[config.mk]
export PLATFORM = sky130hd
export DESIGN_NAME = uart_rx_ctrl_flat
export DESIGN_NICKNAME = d
export VERILOG_FILES = /design/src/rtl/uart_rx_pkg.sv /design/src/rtl/uart_rx_ctrl_if.sv /design/src/rtl/uart_rx_sampler.sv /design/src/rtl/uart_rx_ctrl.sv /design/src/flat_wrapper.sv
export SDC_FILE = /design/constraint.sdc
export NUM_CORES = 1
export LEC_CHECK = 0
export ABC_AREA = 1
export BUFFER_PORTS_ARGS = -buffer_cell sky130_fd_sc_hd__buf_2
export CORE_ASPECT_RATIO = 1.75
export CORE_MARGIN = 3
export CORE_UTILIZATION = 44
export CTS_CLUSTER_SIZE = 25
export DETAILED_ROUTE_END_ITERATION = 7
export SYNTH_ARGS = -nofsm -noshare
export SYNTH_HDL_FRONTEND = slang
export SYNTH_SLANG_ARGS = --single-unit
[constraint.sdc]
create_clock -name CLK -period 2.6 [get_ports CLK]
set_input_delay 0.13 -clock CLK [delete_from_list [all_inputs] [get_ports CLK]]
set_output_delay 0.13 -clock CLK [all_outputs]
set_load 0.005 [all_outputs]
[src/rtl/uart_rx_pkg.sv]
// Shared UART receive definitions: FSM encoding, parity sense and the supported oversampling ratios.
// Pure declarations; no timing or flow control.
package uart_rx_pkg;

    typedef enum logic [2:0] {
        ST_IDLE   = 3'b000,
        ST_START  = 3'b001,
        ST_DATA   = 3'b011,
        ST_PARITY = 3'b110,
        ST_STOP   = 3'b010
    } rx_state_t;

    localparam logic PAR_EVEN = 1'b0;
    localparam logic PAR_ODD  = 1'b1;

    localparam int PRESC_8  = 8;
    localparam int PRESC_16 = 16;
    localparam int PRESC_32 = 32;

    // Any ratio other than 16 or 32 runs the frame at 8x.
    function automatic int presc_or_default(input int p);
        return (p == PRESC_16 || p == PRESC_32) ? p : PRESC_8;
    endfunction

endpackage

[src/rtl/uart_rx_ctrl_if.sv]
// Receive result bus: payload, one-cycle status pulses and busy flag.
// No handshake; the consumer must take each pulse in the cycle it appears.
interface uart_rx_ctrl_if #(
    parameter int DATA_WIDTH = 8
);
    logic [DATA_WIDTH-1:0] P_DATA;
    logic                  data_valid;
    logic                  par_err;
    logic                  stp_err;
    logic                  busy;

    modport master (output P_DATA, data_valid, par_err, stp_err, busy);
    modport slave  (input  P_DATA, data_valid, par_err, stp_err, busy);
endinterface

[src/rtl/uart_rx_sampler.sv]
// Line synchronizer, per-bit edge counter and 3-sample majority vote.
// rx_s lags RX_IN by 2 cycles; bit_val is valid from edge P/2+3 onward; no backpressure.
module uart_rx_sampler
    import uart_rx_pkg::*;
#(
    parameter int PRESC_W = 6
) (
    input  logic               clk,
    input  logic               rst_n,
    input  logic               rx_in,
    input  logic               run,
    input  logic [PRESC_W-1:0] presc,
    output logic               rx_s,
    output logic               bit_val,
    output logic               bit_end
);

    localparam logic [PRESC_W-1:0] ONE = PRESC_W'(1);
    localparam logic [PRESC_W-1:0] TWO = PRESC_W'(2);

    logic               sync1;
    logic [PRESC_W-1:0] edge_cnt;
    logic [PRESC_W-1:0] half;
    logic [2:0]         smp;

    assign half    = presc >> 1;
    assign bit_end = run && (edge_cnt == presc - ONE);

    always_ff @(posedge clk or negedge rst_n) begin
        if (!rst_n) begin
            sync1 <= 1'b1;
            rx_s  <= 1'b1;
        end else begin
            sync1 <= rx_in;
            rx_s  <= sync1;
        end
    end

    always_ff @(posedge clk or negedge rst_n) begin
        if (!rst_n) begin
            edge_cnt <= '0;
            smp      <= '0;
            bit_val  <= 1'b0;
        end else if (!run || bit_end) begin
            edge_cnt <= '0;
        end else begin
            edge_cnt <= edge_cnt + ONE;
            if (edge_cnt == half - ONE) smp[0] <= rx_s;
            if (edge_cnt == half)       smp[1] <= rx_s;
            if (edge_cnt == half + ONE) smp[2] <= rx_s;
            if (edge_cnt == half + TWO)
                bit_val <= (smp[0] & smp[1]) | (smp[0] & smp[2]) | (smp[1] & smp[2]);
        end
    end

endmodule

[src/rtl/uart_rx_ctrl.sv]
// UART receive controller: frame FSM, deserializer, parity and stop checks.
// Result pulses appear 3 cycles after the stop bit ends on RX_IN; no backpressure.
module uart_rx_ctrl
    import uart_rx_pkg::*;
#(
    parameter int DATA_WIDTH = 8,
    parameter int PRESC_W    = 6
) (
    input  logic               CLK,
    input  logic               RST,
    input  logic               RX_IN,
    input  logic [PRESC_W-1:0] Prescale,
    input  logic               PAR_EN,
    input  logic               PAR_TYP,
    uart_rx_ctrl_if.master     rx
);

    localparam int                CNT_W    = $clog2(DATA_WIDTH);
    localparam logic [CNT_W-1:0]  LAST_BIT = CNT_W'(DATA_WIDTH - 1);

    rx_state_t               state_q, state_d;
    logic [CNT_W-1:0]        bit_cnt_q;
    logic [DATA_WIDTH-1:0]   shift_q;
    logic [PRESC_W-1:0]      presc_q;
    logic                    par_en_q, par_typ_q, perr_q;
    logic                    rx_s, bit_val, bit_end;
    logic                    start_det, done;

    uart_rx_sampler #(.PRESC_W(PRESC_W)) u_sampler (
        .clk     (CLK),
        .rst_n   (RST),
        .rx_in   (RX_IN),
        .run     (state_q != ST_IDLE),
        .presc   (presc_q),
        .rx_s    (rx_s),
        .bit_val (bit_val),
        .bit_end (bit_end)
    );

    always_comb begin
        state_d   = state_q;
        start_det = 1'b0;
        done      = 1'b0;
        case (state_q)
            ST_IDLE: if (!rx_s) begin
                state_d   = ST_START;
                start_det = 1'b1;
            end
            ST_START:  if (bit_end) state_d = bit_val ? ST_IDLE : ST_DATA;
            ST_DATA:   if (bit_end && bit_cnt_q == LAST_BIT) state_d = par_en_q ? ST_PARITY : ST_STOP;
            ST_PARITY: if (bit_end) state_d = ST_STOP;
            ST_STOP: if (bit_end) begin
                done = 1'b1;
                // A good stop followed by an immediate low is the next start bit; take it
                // now so back-to-back frames keep the same sampling phase.
                if (bit_val && !rx_s) begin
                    state_d   = ST_START;
                    start_det = 1'b1;
                end else begin
                    state_d = ST_IDLE;
                end
            end
            default: state_d = ST_IDLE;
        endcase
    end

    always_ff @(posedge CLK or negedge RST) begin
        if (!RST) begin
            state_q       <= ST_IDLE;
            bit_cnt_q     <= '0;
            shift_q       <= '0;
            presc_q       <= PRESC_W'(PRESC_8);
            par_en_q      <= 1'b0;
            par_typ_q     <= PAR_EVEN;
            perr_q        <= 1'b0;
            rx.P_DATA     <= '0;
            rx.data_valid <= 1'b0;
            rx.par_err    <= 1'b0;
            rx.stp_err    <= 1'b0;
            rx.busy       <= 1'b0;
        end else begin
            state_q <= state_d;
            rx.busy <= (state_d != ST_IDLE);
            if (start_det) begin
                presc_q   <= PRESC_W'(presc_or_default(int'(Prescale)));
                par_en_q  <= PAR_EN;
                par_typ_q <= PAR_TYP;
                perr_q    <= 1'b0;
            end
            if (state_q == ST_START && bit_end)
                bit_cnt_q <= '0;
            if (state_q == ST_DATA && bit_end) begin
                shift_q   <= {bit_val, shift_q[DATA_WIDTH-1:1]};
                bit_cnt_q <= bit_cnt_q + CNT_W'(1);
            end
            if (state_q == ST_PARITY && bit_end)
                perr_q <= bit_val != ((par_typ_q == PAR_ODD) ? ~^shift_q : ^shift_q);
            rx.data_valid <= done && bit_val && !perr_q;
            rx.par_err    <= done && perr_q;
            rx.stp_err    <= done && !bit_val;
            if (done && bit_val && !perr_q)
                rx.P_DATA <= shift_q;
        end
    end

endmodule

[src/flat_wrapper.sv]
// flat-port wrapper written by rule: the top's interface ports become plain ports
module uart_rx_ctrl_flat import uart_rx_pkg::*;
#(
    parameter int DATA_WIDTH = 8,
    parameter int PRESC_W    = 6
)
  (CLK, RST, RX_IN, Prescale, PAR_EN, PAR_TYP, rx_P_DATA, rx_data_valid, rx_par_err, rx_stp_err, rx_busy);
  uart_rx_ctrl_if #(.DATA_WIDTH(DATA_WIDTH)) rx_i ();
  input  logic CLK;
  input  logic RST;
  input  logic RX_IN;
  input  logic [PRESC_W-1:0] Prescale;
  input  logic PAR_EN;
  input  logic PAR_TYP;
  output wire logic [$bits(rx_i.P_DATA)-1:0] rx_P_DATA;
  output wire logic [$bits(rx_i.data_valid)-1:0] rx_data_valid;
  output wire logic [$bits(rx_i.par_err)-1:0] rx_par_err;
  output wire logic [$bits(rx_i.stp_err)-1:0] rx_stp_err;
  output wire logic [$bits(rx_i.busy)-1:0] rx_busy;
  assign rx_P_DATA = rx_i.P_DATA;
  assign rx_data_valid = rx_i.data_valid;
  assign rx_par_err = rx_i.par_err;
  assign rx_stp_err = rx_i.stp_err;
  assign rx_busy = rx_i.busy;
  uart_rx_ctrl #(.DATA_WIDTH(DATA_WIDTH), .PRESC_W(PRESC_W)) u_core (.CLK(CLK), .RST(RST), .RX_IN(RX_IN), .Prescale(Prescale), .PAR_EN(PAR_EN), .PAR_TYP(PAR_TYP), .rx(rx_i));
endmodule
==> metrics.yaml <==
first_global_vias: 2358
antenna_left: 0
timing.hold.ws_ps: 14.86
grt_overflow: 0
fin_util_pct: 50.54
grt_max_degree: 28
cts-htree-levels: 2
rows: 38
timing.critical_path.cells: "inv_2 > ha_1 > nand2_1 > nand2_1 > nand2_1 > nand2_2 > nor2_4 > nand3_4 > nor2_4 > nand2_4 > nand2_1 > o21ai_2"
insertion_delay_ps: 310
grt_use_total_pct: 18.77
synth.avg_cell_area_um2: 7.991
synth_most_common_cell: "nand2_1"
multi_input_area_um2: 1424
placed_area_um2: 3024
dieWidth_um: 66.87
gp_congestion: 0.9413
finClkSkew_ps: 8.230
dp_hpwl_um: 5124
report.final.hold_viol_count: 0
drcViolationCount: 0
irDropWorstVdd_mv: 0.4478
p_per_area_nw_per_um2: 776.0
critPathKind: "register to register"
core_um2: 6228
slowest_stage: "dfstp_2"
ys_types: 35
yosys.area.top_type_share_pct: 38.60
ioPinCount: 23
fmax_mhz: 443.6
nets: 406
regArea_um2: 1180
status: "completed"
start_kind: "register"
synth_warnings: 0
crit_fanout: 17
vias: 2322
numCtsBuffers: 5
drt-initial-drc-count: 106
slew_violations: 0
layout-area-overhead-vs-synth_pct: 10.35
die_area_um2: 7523
relSlewSlack_pct: 55.93
synth_edf_count: 0
synthTopCellsByCount: "nand2_1, dfrtp_1, inv_1"
crit_arrival_ps: 2440
yosysSeqAreaShare_pct: 41.36
cp_common_cell: "nand2_1"
first_pass_iters: 4
cpPeakStageDelay_ps: 670
finalSetupViolCount: 0
clock_path_buffers: 2
pre_cts_ws_ps: 386.1
synth_nets: 378
finish.instance_area_um2: 3148
antenna_found_initial: 0
min_period_ps: 2254
ys.flop_type: "dfrtp_1"
netlist.top_cell.by_area: "dfrtp_1"
clk_pin_slew_ps: 90
critPathRequiredTime_ps: 2790
clockRootBuffer: "clkbuf_8"
drive_above_1_share_pct: 19.95
cap_violations: 0
antenna_cells: 0
worstMarginPinSlew_ps: 656.0
routed_wl_um: 6322
fillerInstances: 632
via_per_inst: 4.983
timing.final.crit_share_pct: 86.70
power.leakage_nw: 1.562
cts_tree: "built"
cts.sinks: 47
synthTopCellsByArea: "dfrtp_1, nand2_1, inv_1"
rsz0062_at_grt: "false"
crit_path_end_kind: "register"
finalSetupTns_ps: 0
netlist_area_um2: 2853
ys_seq_elements: 47
port_buffers: 22
grt_pass1_wl_um: 10550
wl_per_cell_um: 13.57
hold_class: "input pin to register"
syn_inst: 357
die_h_um: 112.5
async_flop_share_pct: 100.0
final.setup.worst_slack_ps: 345.8
start_util_pct: 45.80
## final timing paths
check	slack [ps]	endpoint	cells past startpoint	start
worst min-delay path	10	u_core.par_typ_q$_DFFE_PN0P_	3	PAR_TYP
worst max-delay path	350	u_core.shift_q[4]$_DFFE_PN0P_	12	u_core.presc_q[3]$_DFFE_PN1P_
min in group asynchronous	380	u_core.u_sampler.edge_cnt[1]$_DFF_PN0_	2	RST
max in group asynchronous	1450	u_core.u_sampler.rx_s$_DFF_PN1_	3	RST
worst max register to register	350	u_core.shift_q[4]$_DFFE_PN0P_	12	u_core.presc_q[3]$_DFFE_PN1P_
worst min register to register	360	u_core.u_sampler.rx_s$_DFF_PN1_	0	u_core.u_sampler.sync1$_DFF_PN1_
## worst max-delay path: cells and delay by family, from the launching register on
kind | cells | cell delay (ps)
AO/OA/AOI/OAI | 1 | 60
adder cells (fa/ha/maj) | 1 | 230
buffers and inverters | 1 | 100
flip-flops | 1 | 670
AND/OR/NAND/NOR | 9 | 1070
## logic make-up after synthesis
family	count (synthesis)	synth area share (%)
XOR/XNOR	18	5.526
AND/OR/NAND/NOR	186	31.32
buffers and inverters	55	8.728
flip-flops	47	41.36
AO/OA/AOI/OAI	41	8.685
adder cells (fa/ha/maj)	10	4.386
## layout by cell type (no fill, tap or decap)
master          n
o21ai_2         9
inv_1          40
o21a_1          1
nor3_4          1
nor2_2          1
buf_2          22
nor2_1         28
ha_1           10
o21ai_0        12
dlygate4sd3_1   2
a21oi_1         9
nand2_4         2
nand3_4         3
nor3_1          4
buf_4           3
nand2_1        98
nand2b_1        1
o2111ai_1       1
nand3_1        25
clkinvlp_4      1
nand3_2         1
nor4b_1         1
inv_2           7
nor3b_1         1
clkinv_2        1
a21boi_0        1
o21ai_1         8
nand4_1         4
dfrtp_1        44
nor2_4          4
dfstp_2         3
inv_4           1
nand2_2        10
nor4_1          1
xor2_1          7
clkbuf_8        7
xnor2_1        11
or2_2           1
## stage by stage
step | std cells | total power, mW
global route | 466 | 2.644
floorplan | 357 | 1.740
global placement | 456 | 1.951
finish | 466 | 2.443
CTS | 466 | 2.472
detailed placement | 456 | 1.965
## sequential cells by signal (all words and copies together) (netlist names), 3 cells and up
signal	cells
u_core.state_q	3
u_core.rx.P_DATA	8
u_core.u_sampler.smp	3
u_core.shift_q	8
u_core.bit_cnt_q	3
u_core.u_sampler.edge_cnt	6
u_core.presc_q	6
## power breakdown
part / leakage, nW / switching (mW) / internal (mW)
clock: 0.0505 / 0.250 / 0.242
sequential: 0.625 / 0.164 / 0.846
combinational: 0.886 / 0.584 / 0.356
## per-layer routing
metal | vias up | share of wire [%] | global-route usage (%)
met3 | 28 | 2.2 | 3.504
met2 | 44 | 55 | 34.28
met5 | - | 0 | 0
li1 | 1176 | - | -
met1 | 1074 | 36 | 17.72
met4 | 0 | 7.3 | 13.41
## timing repair
| item | CTS | global route |
|---|---|---|
| buffers inserted | 0 | 0 |
| endpoints found under the hold margin | 26 | 0 |
| resized for setup | 0 | 0 |
| hold buffers | 2 | 0 |
## area by class of cell
cell class                      count  share of cell area (%)
Clock buffer                        7                   3.060
Sequential cell                    47                   37.48
Tap cell                           80                   3.180
Inverter                           49                   5.962
Multi-Input combinational cell    255                   45.23
Clock inverter                      1                  0.2385
Timing Repair Buffer               27                   4.849
Power figures use the tool's default switching activity.
